$ cat config.mk
export PLATFORM = sky130hd
export DESIGN_NAME = pipelined_add_sub
export DESIGN_NICKNAME = d
export VERILOG_FILES = /design/src/rtl/alu_pkg.sv /design/src/rtl/add_chunk_stage.sv /design/src/rtl/pipelined_add_sub.sv
export SDC_FILE = /design/constraint.sdc
export NUM_CORES = 1
export LEC_CHECK = 0
export CAP_MARGIN = 0
export CORE_MARGIN = 2
export CORE_UTILIZATION = 49
export CTS_BUF_LIST = sky130_fd_sc_hd__clkbuf_16
export DETAILED_ROUTE_END_ITERATION = 6
export PLACE_DENSITY = 0.78
export SLEW_MARGIN = 20
export SYNTH_ARGS = -nofsm -noshare
export SYNTH_HDL_FRONTEND = slang
export SYNTH_SLANG_ARGS = --single-unit
$ cat constraint.sdc
create_clock -name clk -period 4.3 [get_ports clk]
set_clock_uncertainty 0.2 [all_clocks]
set_input_delay 0.645 -clock clk [delete_from_list [all_inputs] [get_ports clk]]
set_output_delay 0.645 -clock clk [all_outputs]
set_load 0.02 [all_outputs]
$ cat src/rtl/alu_pkg.sv
`default_nettype none
// ============================================================================
//  Module      : alu_pkg
//  Description : Shared ALU datapath constants, mode encodings and stage
//                payload helpers so every block derives CHUNK the same way.
//  Revision    : 1.0 - initial release
// ============================================================================
package alu_pkg;

    localparam int ALU_W = 32;

    localparam logic ADD = 1'b0;
    localparam logic SUB = 1'b1;

    // Control bits that travel alongside each stage's operand payload.
    typedef struct packed {
        logic valid;
        logic carry;
        logic zero;
    } stage_flags_t;

    function automatic int chunk_width(input int width, input int stages);
        return width / stages;
    endfunction

    // One full-adder cell: returns {carry_out, sum}.
    function automatic logic [1:0] full_add(input logic x, input logic y, input logic ci);
        return {(x & y) | (ci & (x ^ y)), x ^ y ^ ci};
    endfunction

endpackage
`default_nettype wire

$ cat src/rtl/add_chunk_stage.sv
`default_nettype none
// ============================================================================
//  Module      : add_chunk_stage
//  Description : One pipeline slice: CHUNK-bit ripple of full-adder cells on
//                chunk IDX, followed by the registered stage payload.
//  Revision    : 1.0 - initial release
// ============================================================================
module add_chunk_stage
    import alu_pkg::*;
#(
    parameter int WIDTH = 32,
    parameter int CHUNK = 8,
    parameter int IDX   = 0
) (
    input  logic             clk,
    input  logic             rst,
    input  logic             en,
    input  logic             valid_in,
    input  logic             carry_in,
    input  logic             zero_in,
    input  logic [WIDTH-1:0] a_in,
    input  logic [WIDTH-1:0] b_in,
    input  logic [WIDTH-1:0] res_in,
    output logic             valid_out,
    output logic             carry_out,
    output logic             zero_out,
    output logic             ovf_out,
    output logic [WIDTH-1:0] a_out,
    output logic [WIDTH-1:0] b_out,
    output logic [WIDTH-1:0] res_out
);

    localparam int LSB = IDX * CHUNK;

    logic [WIDTH-1:0] w_res;
    logic             w_carry;
    logic             w_carry_msb;
    logic             w_chunk_zero;

    stage_flags_t     r_flags;
    logic             r_ovf;
    logic [WIDTH-1:0] r_a;
    logic [WIDTH-1:0] r_b;
    logic [WIDTH-1:0] r_res;

    // Lower chunks arrive complete; only this stage's slice is overwritten.
    always_comb begin
        w_res       = res_in;
        w_carry     = carry_in;
        w_carry_msb = carry_in;
        for (int i = 0; i < CHUNK; i++) begin
            w_carry_msb = w_carry;
            {w_carry, w_res[LSB + i]} = full_add(a_in[LSB + i], b_in[LSB + i], w_carry);
        end
    end

    assign w_chunk_zero = ~|w_res[LSB +: CHUNK];

    always_ff @(posedge clk) begin
        if (rst) begin
            r_flags <= '0;
            r_ovf   <= 1'b0;
            r_a     <= '0;
            r_b     <= '0;
            r_res   <= '0;
        end else if (en) begin
            r_flags.valid <= valid_in;
            r_flags.carry <= w_carry;
            r_flags.zero  <= zero_in & w_chunk_zero;
            r_ovf         <= w_carry_msb ^ w_carry;
            r_a           <= a_in;
            r_b           <= b_in;
            r_res         <= w_res;
        end
    end

    assign valid_out = r_flags.valid;
    assign carry_out = r_flags.carry;
    assign zero_out  = r_flags.zero;
    assign ovf_out   = r_ovf;
    assign a_out     = r_a;
    assign b_out     = r_b;
    assign res_out   = r_res;

endmodule
`default_nettype wire

$ cat src/rtl/pipelined_add_sub.sv
`default_nettype none
// ============================================================================
//  Module      : pipelined_add_sub
//  Description : STAGES-deep carry-chain adder/subtractor with valid/ready
//                handshaking; one chunk of the ripple resolved per cycle.
//  Revision    : 1.0 - initial release
// ============================================================================
module pipelined_add_sub
    import alu_pkg::*;
#(
    parameter int WIDTH  = ALU_W,
    parameter int STAGES = 4
) (
    input  logic             clk,
    input  logic             rst,
    input  logic             in_valid,
    output logic             in_ready,
    input  logic [WIDTH-1:0] a,
    input  logic [WIDTH-1:0] b,
    input  logic             sub,
    output logic             out_valid,
    input  logic             out_ready,
    output logic [WIDTH-1:0] result,
    output logic             cout,
    output logic             overflow,
    output logic             zero
);

    localparam int CHUNK = chunk_width(WIDTH, STAGES);

    // Index k is the input of stage k; index STAGES is the pipeline output.
    logic [STAGES:0]   w_valid;
    logic [STAGES:0]   w_carry;
    logic [STAGES:0]   w_zero;
    logic [STAGES-1:0] w_ovf;
    logic [WIDTH-1:0]  w_a   [0:STAGES];
    logic [WIDTH-1:0]  w_b   [0:STAGES];
    logic [WIDTH-1:0]  w_res [0:STAGES];
    logic              w_adv;
    logic              w_unused_tail;

    // The whole pipe moves as one; a stalled output freezes every stage.
    assign w_adv    = ~w_valid[STAGES] | out_ready;
    assign in_ready = w_adv;

    assign w_valid[0] = in_valid;
    assign w_carry[0] = sub;
    assign w_zero[0]  = 1'b1;
    assign w_a[0]     = a;
    assign w_b[0]     = (sub == SUB) ? ~b : b;
    assign w_res[0]   = '0;

    for (genvar k = 0; k < STAGES; k++) begin : g_stage
        add_chunk_stage #(
            .WIDTH (WIDTH),
            .CHUNK (CHUNK),
            .IDX   (k)
        ) u_stage (
            .clk       (clk),
            .rst       (rst),
            .en        (w_adv),
            .valid_in  (w_valid[k]),
            .carry_in  (w_carry[k]),
            .zero_in   (w_zero[k]),
            .a_in      (w_a[k]),
            .b_in      (w_b[k]),
            .res_in    (w_res[k]),
            .valid_out (w_valid[k+1]),
            .carry_out (w_carry[k+1]),
            .zero_out  (w_zero[k+1]),
            .ovf_out   (w_ovf[k]),
            .a_out     (w_a[k+1]),
            .b_out     (w_b[k+1]),
            .res_out   (w_res[k+1])
        );
    end

    // Operands leaving the last stage and early-stage overflow bits have no consumer.
    assign w_unused_tail = ^{w_a[STAGES], w_b[STAGES], w_ovf};

    assign out_valid = w_valid[STAGES];
    assign result    = w_res[STAGES];
    assign cout      = w_carry[STAGES];
    assign overflow  = w_ovf[STAGES-1];
    assign zero      = w_zero[STAGES];

endmodule
`default_nettype wire

==> results of run 1 <==
[routing by layer]
| metal | global-route usage | wire (um) | vias to the layer above |
|---|---|---|---|
| met5 | 0 | 0 | - |
| met4 | 0.0633 | 253 | 0 |
| met3 | 0.0367 | 648 | 20 |
| met2 | 0.299 | 7100 | 130 |
| met1 | 0.277 | 7710 | 2649 |
| li1 | - | - | 2996 |
[synthesized netlist by cell type]
| master | n |
|---|---|
| a211oi_1 | 38 |
| a21oi_1 | 148 |
| and4b_1 | 2 |
| buf_1 | 4 |
| buf_2 | 44 |
| buf_4 | 3 |
| buf_6 | 1 |
| clkbuf_1 | 15 |
| dfxtp_1 | 189 |
| fa_1 | 31 |
| inv_1 | 29 |
| inv_2 | 1 |
| mux2i_1 | 1 |
| nand2_1 | 294 |
| nand3_1 | 1 |
| nand3b_1 | 2 |
| nand4_1 | 2 |
| nand4b_1 | 1 |
| nor2_1 | 45 |
| nor2b_4 | 1 |
| nor3_1 | 3 |
| nor4_1 | 1 |
| o41ai_1 | 1 |
| or4_1 | 1 |
| xnor2_1 | 28 |
| xor2_1 | 5 |
[flip-flops by register name, indices dropped and copies added (netlist names)]
register	flops
g_stage.u_stage.b_out	48
g_stage.u_stage.carry_out	4
g_stage.u_stage.res_out	80
g_stage.u_stage.ovf_out	1
g_stage.u_stage.valid_out	4
g_stage.u_stage.a_out	48
g_stage.u_stage.zero_out	4
[final timing paths]
kind	cells past startpoint	slack (ns)	startpoint	end
setup / recovery	15	0.14	sub	g_stage[0].u_stage.zero_out
hold / removal	2	0.25	g_stage[3].u_stage.res_out[4]	g_stage[3].u_stage.res_out[4]
setup reg to reg	14	0.14	g_stage[0].u_stage.carry_out	g_stage[1].u_stage.zero_out
hold reg to reg	2	0.25	g_stage[3].u_stage.res_out[4]	g_stage[3].u_stage.res_out[4]
[worst min-delay path: stages, from the launching register on]
cell and delay [ns]:
dfxtp_1 0.31, nand2_1 0.05, a21oi_1 0.05
[through the flow]
step           utilization  area [um2]  hold WS, ns  setup WS (ns)  instances
3_3_place_gp         0.570        8630        0.238         -0.499       1127
6_report             0.615        9310        0.247          0.141       1158
3_5_place_dp         0.570        8630        0.244         -0.628       1127
4_1_cts              0.613        9280        0.252        0.00378       1157
5_1_grt              0.615        9310        0.265        -0.0164       1158
2_1_floorplan            -        7570        0.232         -0.285        891
[cells by family after synthesis]
kind of cell,count (synthesis),share of synthesized area
xor gates and xnor gates,33,0.0383
adders and majority gates,31,0.0822
muxes,1,0.00133
and+or+nand+nor,353,0.182
AOI/OAI and AO/OA,187,0.137
DFF,189,0.501
buffers and inverters,97,0.0580
[placed cells by master, fill, tap and decap left out, drive strengths merged, types with 3 or more instances in the layout]
| cell type | n |
|---|---|
| inv | 33 |
| bufinv | 5 |
| fa | 31 |
| buf | 15 |
| dfxtp | 189 |
| nor2 | 45 |
| xnor2 | 28 |
| clkbuf | 17 |
| clkinv | 4 |
| a21oi | 148 |
| nor3 | 3 |
| a211oi | 38 |
| xor2 | 5 |
| nand2 | 294 |
| clkdlybuf4s50 | 99 |
[final cells by class]
| cell class | instances | area share |
|---|---|---|
| clock inverters | 13 | 0.0212 |
| inverters | 30 | 0.0126 |
| multi-input cells | 605 | 0.366 |
| flip-flops and latches | 189 | 0.406 |
| well taps | 188 | 0.0253 |
| repair buffers | 116 | 0.123 |
| clock buffers | 17 | 0.0457 |
[where the power goes]
part           internal, mW  switching [mW]
combinational         0.219           0.216
sequential             1.87          0.0653
clock                  1.02           0.646
[what timing repair did]
item                                    4_1_cts  5_1_grt
pin swaps                                    11       10
hold buffers                                  0        0
gates resized for setup                      32       10
setup buffers                                 0        1
endpoints found under the setup margin        6        6
==> flow_summary.ini, run 1 <==
[critical_path]
crit_path_start_kind = input pin
cp_top_family = adder cells
cp.required_ns = 4.45
cp_num_buf_inv = 4
worstPathArrival_ns = 4.30
crit_chain = buf_2 -> xnor2_2 -> fa_2 -> fa_2 -> fa_2 -> fa_2 -> inv_2 -> fa_2 -> inv_2 -> fa_2 -> inv_2 -> fa_1 -> nand3b_1 -> or4_4 -> a21oi_2
cp_slowest_cell = or4_4
endpoint_kind = flop
crit_fanout = 3
critical_path.most_common_cell = fa_2
worst_path_largest_cell_delay_ns = 0.48
crit_type = in2reg

[layout]
nFillCells = 1342
fin_nets = 1059
multi_input_area_um2 = 3410
seq_area_um2 = 3780
areaGrowthSynthToFinish_pct = 23.3
layout-drive-gt1-share = 0.0835
num_antenna_cells = 0

[placement]
io_buffers = 105
routabilityCongestion = 0.826
dp.final_hpwl_um = 9850

[grt]
antenna_found_initial = 0
grt_pass1_wl_um = 25600
grt_max_degree = 221
grtUsageTotal = 0.194
grt_pass1_vias = 5294
globalRouteOverflowTotal = 0

[synthesis]
ys_types = 26
ys_seq_area_frac = 0.501
synthCells = 891
synth_warnings = 0
netlist.area_leader.share = 0.501
synth.area.top_cells = dfxtp_1 50%, nand2_1 15%, a21oi_1 9.8%
syn_area_um2 = 7550
yosys.area.top_type = dfxtp_1
synth_nets = 991
synth_seq_cells = 189
syn_area_per_cell_um2 = 8.48

[detailed_routing]
drc_errors = 0
viasPerCell = 5.00
post_drt_wl_per_cell_um = 13.6
drt_pass1_iterations = 5
ant_nets = 0
drt-initial-drc-count = 471
wl_um = 15700
dr_total_vias = 5795

[sta]
finalSetupViolCount = 0
fin_setup_tns_ns = 0
maxSlewHeadroom = 0.315
final_max_slew_viol_count = 0
fin_crit_sh = 0.967
max_freq_mhz = 240
worst_slew_pin_slew_ns = 1.03
fin_crit_ns = 4.16
hold_viol = 0

[run_status]
outcome = finished clean

[clocking]
clk_pin_slew_worst_paths_ns = 0.06
root_buffer = clkbuf_16
cts_tree = yes
cts.sink_count = 189
cts-buffers-inserted = 17
clock_latency_ns = 0.43
cts.htree.levels = 4
cts_buffer_depth = 2

[floorplanning]
rows = 45
ios = 106
floorplan.initialDensity = 0.499
die_width_um = 128
die_area_um2 = 16400
die_y_um = 128
fp.coreArea_um2 = 15100

[worst_hold_path]
hp-class = reg2reg

[pwr]
vdd_drop_max_mv = 0.336
total_power_mw = 4.03
powerDensity_nw_per_um2 = 433
p_leak_nw = 3.51

[run]
maxCapViolations = 0
Power figures use the tool's default switching activity.
==> inputs of run 2 (changes only) <==
--- a/config.mk
+++ b/config.mk
@@ -7,10 +7,10 @@
 export LEC_CHECK = 0
 export CAP_MARGIN = 0
 export CORE_MARGIN = 2
-export CORE_UTILIZATION = 49
+export CORE_UTILIZATION = 50
 export CTS_BUF_LIST = sky130_fd_sc_hd__clkbuf_16
 export DETAILED_ROUTE_END_ITERATION = 6
-export PLACE_DENSITY = 0.78
+export PLACE_DENSITY = 0.76
 export SLEW_MARGIN = 20
 export SYNTH_ARGS = -nofsm -noshare
 export SYNTH_HDL_FRONTEND = slang
==> constraint.sdc (replaced) <==
create_clock -name clk -period 3.9 [get_ports clk]
set_clock_uncertainty 0.2 [all_clocks]
set_input_delay 0.585 -clock clk [delete_from_list [all_inputs] [get_ports clk]]
set_output_delay 0.585 -clock clk [all_outputs]
set_load 0.02 [all_outputs]
==> flow_summary.ini, run 2 (same netlist as run 1, synthesis figures left out) <==
[run_status]
outcome = finished with violations
violations = setup timing

[clocking]
cts.sink_count = 189
cts_tree = yes
root_buffer = clkbuf_16
cts-buffers-inserted = 17
clk_pin_slew_worst_paths_ns = 0.07
cts.htree.levels = 4
clock_latency_ns = 0.42
cts_buffer_depth = 2

[placement]
dp_slack_ns = -0.927
io_buffers = 105
place_area_um2 = 8700
dp.cells = 1126
dp.final_hpwl_um = 9910
routabilityCongestion = 0.776

[detailed_routing]
dr_total_vias = 5833
drt_pass1_iterations = 4
post_drt_wl_per_cell_um = 13.2
viasPerCell = 5.04
drc_errors = 0
drt-initial-drc-count = 441
ant_nets = 0
wl_um = 15300

[grt]
grt_use_met1 = 0.277
grt_max_degree = 171
use_met3 = 0.0460
antenna_found_initial = 0
grtUsageTotal = 0.199
use_met2 = 0.304
busiest_layer = met2
grt_pass1_vias = 5468
grt_pass1_wl_um = 26000
globalRouteOverflowTotal = 0

[critical_path]
crit_chain = clkdlybuf4s50_1 -> xnor2_1 -> fa_2 -> fa_2 -> fa_2 -> inv_2 -> fa_2 -> inv_2 -> fa_2 -> inv_2 -> fa_1 -> nand3b_1 -> or4_4 -> a21oi_2
worst_path_largest_cell_delay_ns = 0.48
crit_path_start_kind = input pin
crit_type = in2reg
cp.required_ns = 4.05
critical_path.most_common_cell = fa_2
worstPathArrival_ns = 4.11
crit_fanout = 2
cp_slowest_cell = or4_4
endpoint_kind = flop

[layout]
largest_reg_flops = 80
design_area_um2 = 9360
fin_cells = 1158
num_antenna_cells = 0
layout_common_cells = 294 x nand2_1, 183 x dfxtp_1, 147 x a21oi_1, 99 x clkdlybuf4s50_1, 45 x nor2_1
layout_commonest_cell = nand2_1
fin_nets = 1062
final_core_util = 0.639
layout-drive-gt1-share = 0.106
areaGrowthSynthToFinish_pct = 24.0

[floorplanning]
die_y_um = 127
fp.coreArea_um2 = 14600
rows = 44
floorplan.initialDensity = 0.516
die_area_um2 = 16100
die_width_um = 127
ios = 106

[sta]
max_freq_mhz = 253
rsz0062_at_grt = yes
setup_slack_ns = -0.0559
worst_slew_pin_slew_ns = 0.855
fin_crit_sh = 1.01
finalSetupViolCount = 2
hold_viol = 0
final_max_slew_viol_count = 0
maxSlewHeadroom = 0.430
fin_crit_ns = 3.96

[pwr]
total_power_mw = 4.32
vdd_drop_max_mv = 0.302
powerDensity_nw_per_um2 = 462
p_leak_nw = 3.53

[run]
maxCapViolations = 0

[worst_hold_path]
hp-class = reg2reg
-- run 2: through the flow --
step           hold slack [ns]  setup TNS, ns
6_report                 0.248        -0.0742
5_1_grt                  0.268         -0.412
4_1_cts                  0.252         -0.692
3_5_place_dp             0.244          -2.26
3_3_place_gp             0.238          -1.72
2_1_floorplan            0.232         -0.529
-- run 2: area by class of cell --
class                           count  area, um2
Fill cell                        1245       5280
Sequential cell                   189       3790
Multi-Input combinational cell    605       3470
Timing Repair Buffer              119       1180
Clock buffer                       17        425
Tap cell                          184        230
Clock inverter                     14        155
Inverter                           30        118
-- run 2: per-layer routing --
metal  share of wire  up-vias
met4           0.021        0
li1                -     2996
met3           0.043       28
met5               0        -
met1            0.48     2681
met2            0.46      128
-- run 2: worst max-delay path, delay by kind of cell --
| kind | cells | cell delay (ns) |
|---|---|---|
| adders and majority gates | 6 | 2.01 |
| AOI/OAI and AO/OA | 1 | 0.12 |
| and+or+nand+nor | 2 | 0.64 |
| xor gates and xnor gates | 1 | 0.16 |
| buffers and inverters | 4 | 0.60 |
-- run 2: path summary, 6_finish.rpt --
path / to / slack (ns) / startpoint / depth (start not counted)
worst max-delay path: g_stage[0].u_stage.zero_out / -0.06 / b[2] / 14
worst min-delay path: g_stage[3].u_stage.res_out[2] / 0.25 / g_stage[3].u_stage.res_out[2] / 2
worst max register to register: g_stage[1].u_stage.zero_out / -0.02 / g_stage[0].u_stage.b_out[8] / 14
worst min register to register: g_stage[3].u_stage.res_out[2] / 0.25 / g_stage[3].u_stage.res_out[2] / 2
-- run 2: power by group --
group / switching, mW / leakage [nW] / internal, mW
Clock: 0.701 / 0.291 / 0.996
Combinational: 0.242 / 1.68 / 0.254
Sequential: 0.0723 / 1.56 / 2.06
-- run 2: repair_timing --
item                                    CTS  global route
resized for setup                        38            15
endpoints found under the setup margin    7             8
cloned                                    0             0
hold endpoints to repair                  0             0
setup buffers                             0             1
hold buffers                              0             0
pin swaps                                25            27
==> RTL change 1, RTL diff (config.mk and constraints of run 1) <==
Change the package constant `ALU_W` from 32 to 16.
--- a/src/rtl/alu_pkg.sv
+++ b/src/rtl/alu_pkg.sv
@@ -7,7 +7,7 @@
 // ============================================================================
 package alu_pkg;
 
-    localparam int ALU_W = 32;
+    localparam int ALU_W = 16;
 
     localparam logic ADD = 1'b0;
     localparam logic SUB = 1'b1;
Interface: changed (resized a, b and result); port bits go from 106 to 58. No check against the original RTL was run, so the function may have changed too.
==> RTL change 1 against run 1 <==
Setup slack gained 1.0 ns. Clock power down 49%. Sequential cell count decreased by 88. Combinational power decreased by 50%. Area after synthesis fell by 45%. Design area fell by 46%. Count of clock-buffer cells in the layout fell by 8. Routed wire length decreased by 50%. Global-route usage decreased by 0.87 points. Power shrank 48%. Largest power group unchanged.
==> RTL change 1: results <==
{
  "status": "finished clean",
  "slowest_delay_ns": 0.70,
  "clk_latency_ns": 0.34,
  "cellLeakagePower_nw": 1.88,
  "track_usage": 0.185,
  "crit_slowest_cell": "clkdlybuf4s50_1",
  "grt_max_degree": 103,
  "startpoint": "out_ready",
  "grt_pass1_vias": 2955,
  "worstMarginPinSlew_ns": 1.12,
  "grt_pass1_wl_um": 13300,
  "final_layout_size_suffix_gt1_frac": 0.0829,
  "cts_buffers": 9,
  "r2r_cells": 9,
  "dpl_cell_area_um2": 4690,
  "fillerInstances": 707,
  "r2r_end": "g_stage[3].u_stage.zero_out",
  "min_to": "g_stage[3].u_stage.res_out[5]",
  "drt-pass1-iter-count": 4,
  "ff2ff_setup_slack_ns": 1.54,
  "min-delay-start": "g_stage[3].u_stage.res_out[5]",
  "crit_arrival_ns": 2.27,
  "cts_resized": 0,
  "grt.met1_usage": 0.240,
  "synth_seq_area_share": 0.485,
  "drt_iter0_markers": 149,
  "largest_reg_flops": 40,
  "layout.nets": 566,
  "htreeDepth": 3,
  "use_met3": 0.0431,
  "yosys-top-cells-area": "dfxtp_1, nand2_1, a21oi_1",
  "synth_fp_nets": 530,
  "timing.rr.start": "g_stage[2].u_stage.a_out[12]",
  "synth_common_cells": "nand2_1, dfxtp_1, a21oi_1",
  "wl_um": 7900,
  "pre_cts_ws_ns": 0.858
}
RTL change 1: changes by cell type after synthesis, sizes merged, moves of 16 or more:
cell   delta
fa       -16
nand2   -145
buf      -33
nor2     -20
a21oi    -72
dfxtp    -88
RTL change 1: layer usage:
layer | vias to the layer above | share of wire
met1 | 1452 | 0.47
met5 | - | 0
met4 | 0 | 0.019
met3 | 15 | 0.041
met2 | 60 | 0.47
li1 | 1600 | -
RTL change 1: stage by stage:
stage / instances / total power [mW]
3_5_place_dp: 608 / 1.26
4_1_cts: 624 / 2.10
6_report: 624 / 2.09
5_1_grt: 624 / 2.17
3_3_place_gp: 608 / 1.25
2_1_floorplan: 478 / 1.18
RTL change 1: area by class of cell:
type | instances | share of cell area
Sequential cell | 101 | 0.404
Multi-Input combinational cell | 317 | 0.370
Timing Repair Buffer | 60 | 0.118
Clock buffer | 9 | 0.0450
Tap cell | 105 | 0.0262
Inverter | 25 | 0.0192
Clock inverter | 7 | 0.0182
RTL change 1: worst min-delay path, stage by stage (launching register included):
cell and delay [ns]:
dfxtp_1 0.31, nand2_1 0.05, a21oi_1 0.05
RTL change 1: power breakdown:
part | total, mW | internal, mW | switching, mW
Sequential | 1.02 | 0.994 | 0.0296
Combinational | 0.216 | 0.108 | 0.109
Clock | 0.849 | 0.507 | 0.341
RTL change 1: kinds of logic (layout without fill, tap and decap cells):
kind of cell / count (synthesis) / after routing / share of synthesized area
buf+inv: 60 / 101 / 0.0720
simple gates: 184 / 184 / 0.173
mux: 1 / 1 / 0.00270
fa+ha+maj: 15 / 15 / 0.0720
compound gates: 100 / 100 / 0.159
flops: 101 / 101 / 0.485
xor+xnor: 17 / 17 / 0.0357
RTL change 1: worst max-delay path by stage:
stage                     depth (start not counted)                     endpoint  slack [ns]
after global placement                           10  g_stage[0].u_stage.zero_out        0.98
after global routing                             10  g_stage[0].u_stage.zero_out        1.11
after detailed placement                         10  g_stage[0].u_stage.zero_out        0.86
after floorplan                                  11  g_stage[0].u_stage.zero_out        1.31
after CTS                                         4                     in_ready        1.19
final                                             4                     in_ready        1.19
==> RTL change 2, RTL diff (settings of run 1) <==
Without the edit above. Reset style: asynchronous (`rst`), changed in one clocked block.
--- a/src/rtl/add_chunk_stage.sv
+++ b/src/rtl/add_chunk_stage.sv
@@ -56,7 +56,7 @@
 
     assign w_chunk_zero = ~|w_res[LSB +: CHUNK];
 
-    always_ff @(posedge clk) begin
+    always_ff @(posedge clk or posedge rst) begin
         if (rst) begin
             r_flags <= '0;
             r_ovf   <= 1'b0;
Behaviour: differs if rst is asserted again (counterexample within 10 cycles, from zero or initial values and one cycle with rst high); with rst held inactive, the same outputs for 10 cycles.
==> RTL change 2 against run 1 <==
Design area is 7.3% higher. Sequential cell count stayed put. Utilization is 0.82 points lower. Die area is 8.6% higher. Worst hold slack better by 0.016 ns. Area after synthesis is 8.9% higher. Setup slack worse by 0.055 ns. Non-clock buffer count stayed put. Routed wire length is 2.8% lower.
Power is not compared: it rests on default switching activity, and its combinational part moved more than twofold at a synthesized area within 25%.
==> RTL change 2: results <==
{
  "r2r_cells": 13,
  "min_to": "g_stage[3].u_stage.res_out[7]",
  "wl_met1_um": 7140,
  "min-delay-start": "g_stage[3].u_stage.res_out[7]",
  "fillerInstances": 1399,
  "relSlewSlack": 0.442,
  "syn_inst": 856,
  "dpl_cell_area_um2": 9340,
  "yosysUniqueCellTypes": 22,
  "final_layout_size_suffix_gt1_frac": 0.0897,
  "place_inst": 1146,
  "layout.non_clock_inverters": 31,
  "core-area_um2": 16500,
  "synth_flop_cell": "dfrtp_1",
  "ff2ff_setup_slack_ns": 0.19,
  "drt_iter0_markers": 442,
  "vias": 5507,
  "grt.met1_usage": 0.262,
  "wl_um": 15300,
  "layout.nets": 1046,
  "status": "finished clean",
  "track_usage": 0.186,
  "clockNetworkAreaShare": 0.0590,
  "bufAreaShareNonClock": 0.115,
  "wl_met2_um": 7410,
  "cp_max_fo": 4,
  "synth_fp_nets": 956,
  "grt_max_degree": 183,
  "timing.rr.start": "g_stage[0].u_stage.carry_out",
  "viasPerCell": 4.67,
  "r2r_end": "g_stage[1].u_stage.zero_out",
  "multi_input_gates": 591,
  "synth_seq_area_share": 0.575,
  "place.gp.congestion": 0.765,
  "async_reset_ff_frac": 1.00,
  "yosys-top-cells-area": "dfrtp_1, nand2_1, fa_1",
  "crit_arrival_ns": 4.37,
  "synth_common_cells": "nand2_1, dfrtp_1, o21ai_0",
  "seq_area_um2": 4730,
  "sh_seq_area": 0.473,
  "wl_met3_um": 455,
  "post-dp-hpwl_um": 10000
}
-- RTL change 2: power groups by stage --
stage / sequential (mW) / combinational (mW) / clock [mW]
after floorplan: 3.13 / 1.77 / 0
after global placement: 3.01 / 2.63 / 0
after detailed placement: 3.04 / 2.71 / 0
after CTS: 3.01 / 2.76 / 1.61
after global routing: 3.11 / 3.13 / 1.68
final: 3.01 / 2.74 / 1.57
-- RTL change 2: cell families after synthesis --
kind of cell | synth area share
AOI/OAI and AO/OA | 0.0396
xor gates and xnor gates | 0.0351
adders and majority gates | 0.0755
buffers and inverters | 0.0536
DFF | 0.575
muxes | 0.00122
and+or+nand+nor | 0.220
-- RTL change 2: critical path, cell delays in order --
cell and delay [ns]:
clkbuf_4 0.15, xnor2_2 0.16, fa_2 0.37, fa_2 0.41, fa_2 0.41, fa_2 0.40
inv_2 0.07, fa_2 0.17, inv_1 0.05, fa_1 0.38, inv_1 0.08, fa_1 0.46
nor4bb_2 0.28, nand4_1 0.17, o21ai_2 0.17
-- RTL change 2: what timing repair did --
action / 4_1_cts / 5_1_grt
setup buffers: 0 / 1
hold buffers: 0 / 0
gates resized for setup: 10 / 17
pin swaps: 3 / 16
endpoints found under the setup margin: 8 / 7
-- RTL change 2: how the worst max path moves through the flow --
| stage | end | from | cells after the start | slack [ns] |
|---|---|---|---|---|
| 4_1_cts | g_stage[0].u_stage.zero_out | b[0] | 15 | 0.002 |
| 3_5_place_dp | g_stage[0].u_stage.zero_out | b[1] | 15 | -0.46 |
| 2_1_floorplan | g_stage[0].u_stage.zero_out | sub | 16 | -0.01 |
| 5_1_grt | g_stage[0].u_stage.zero_out | sub | 15 | -0.08 |
| 6_report | g_stage[0].u_stage.zero_out | sub | 15 | 0.09 |
| 3_3_place_gp | g_stage[0].u_stage.zero_out | b[1] | 15 | -0.22 |
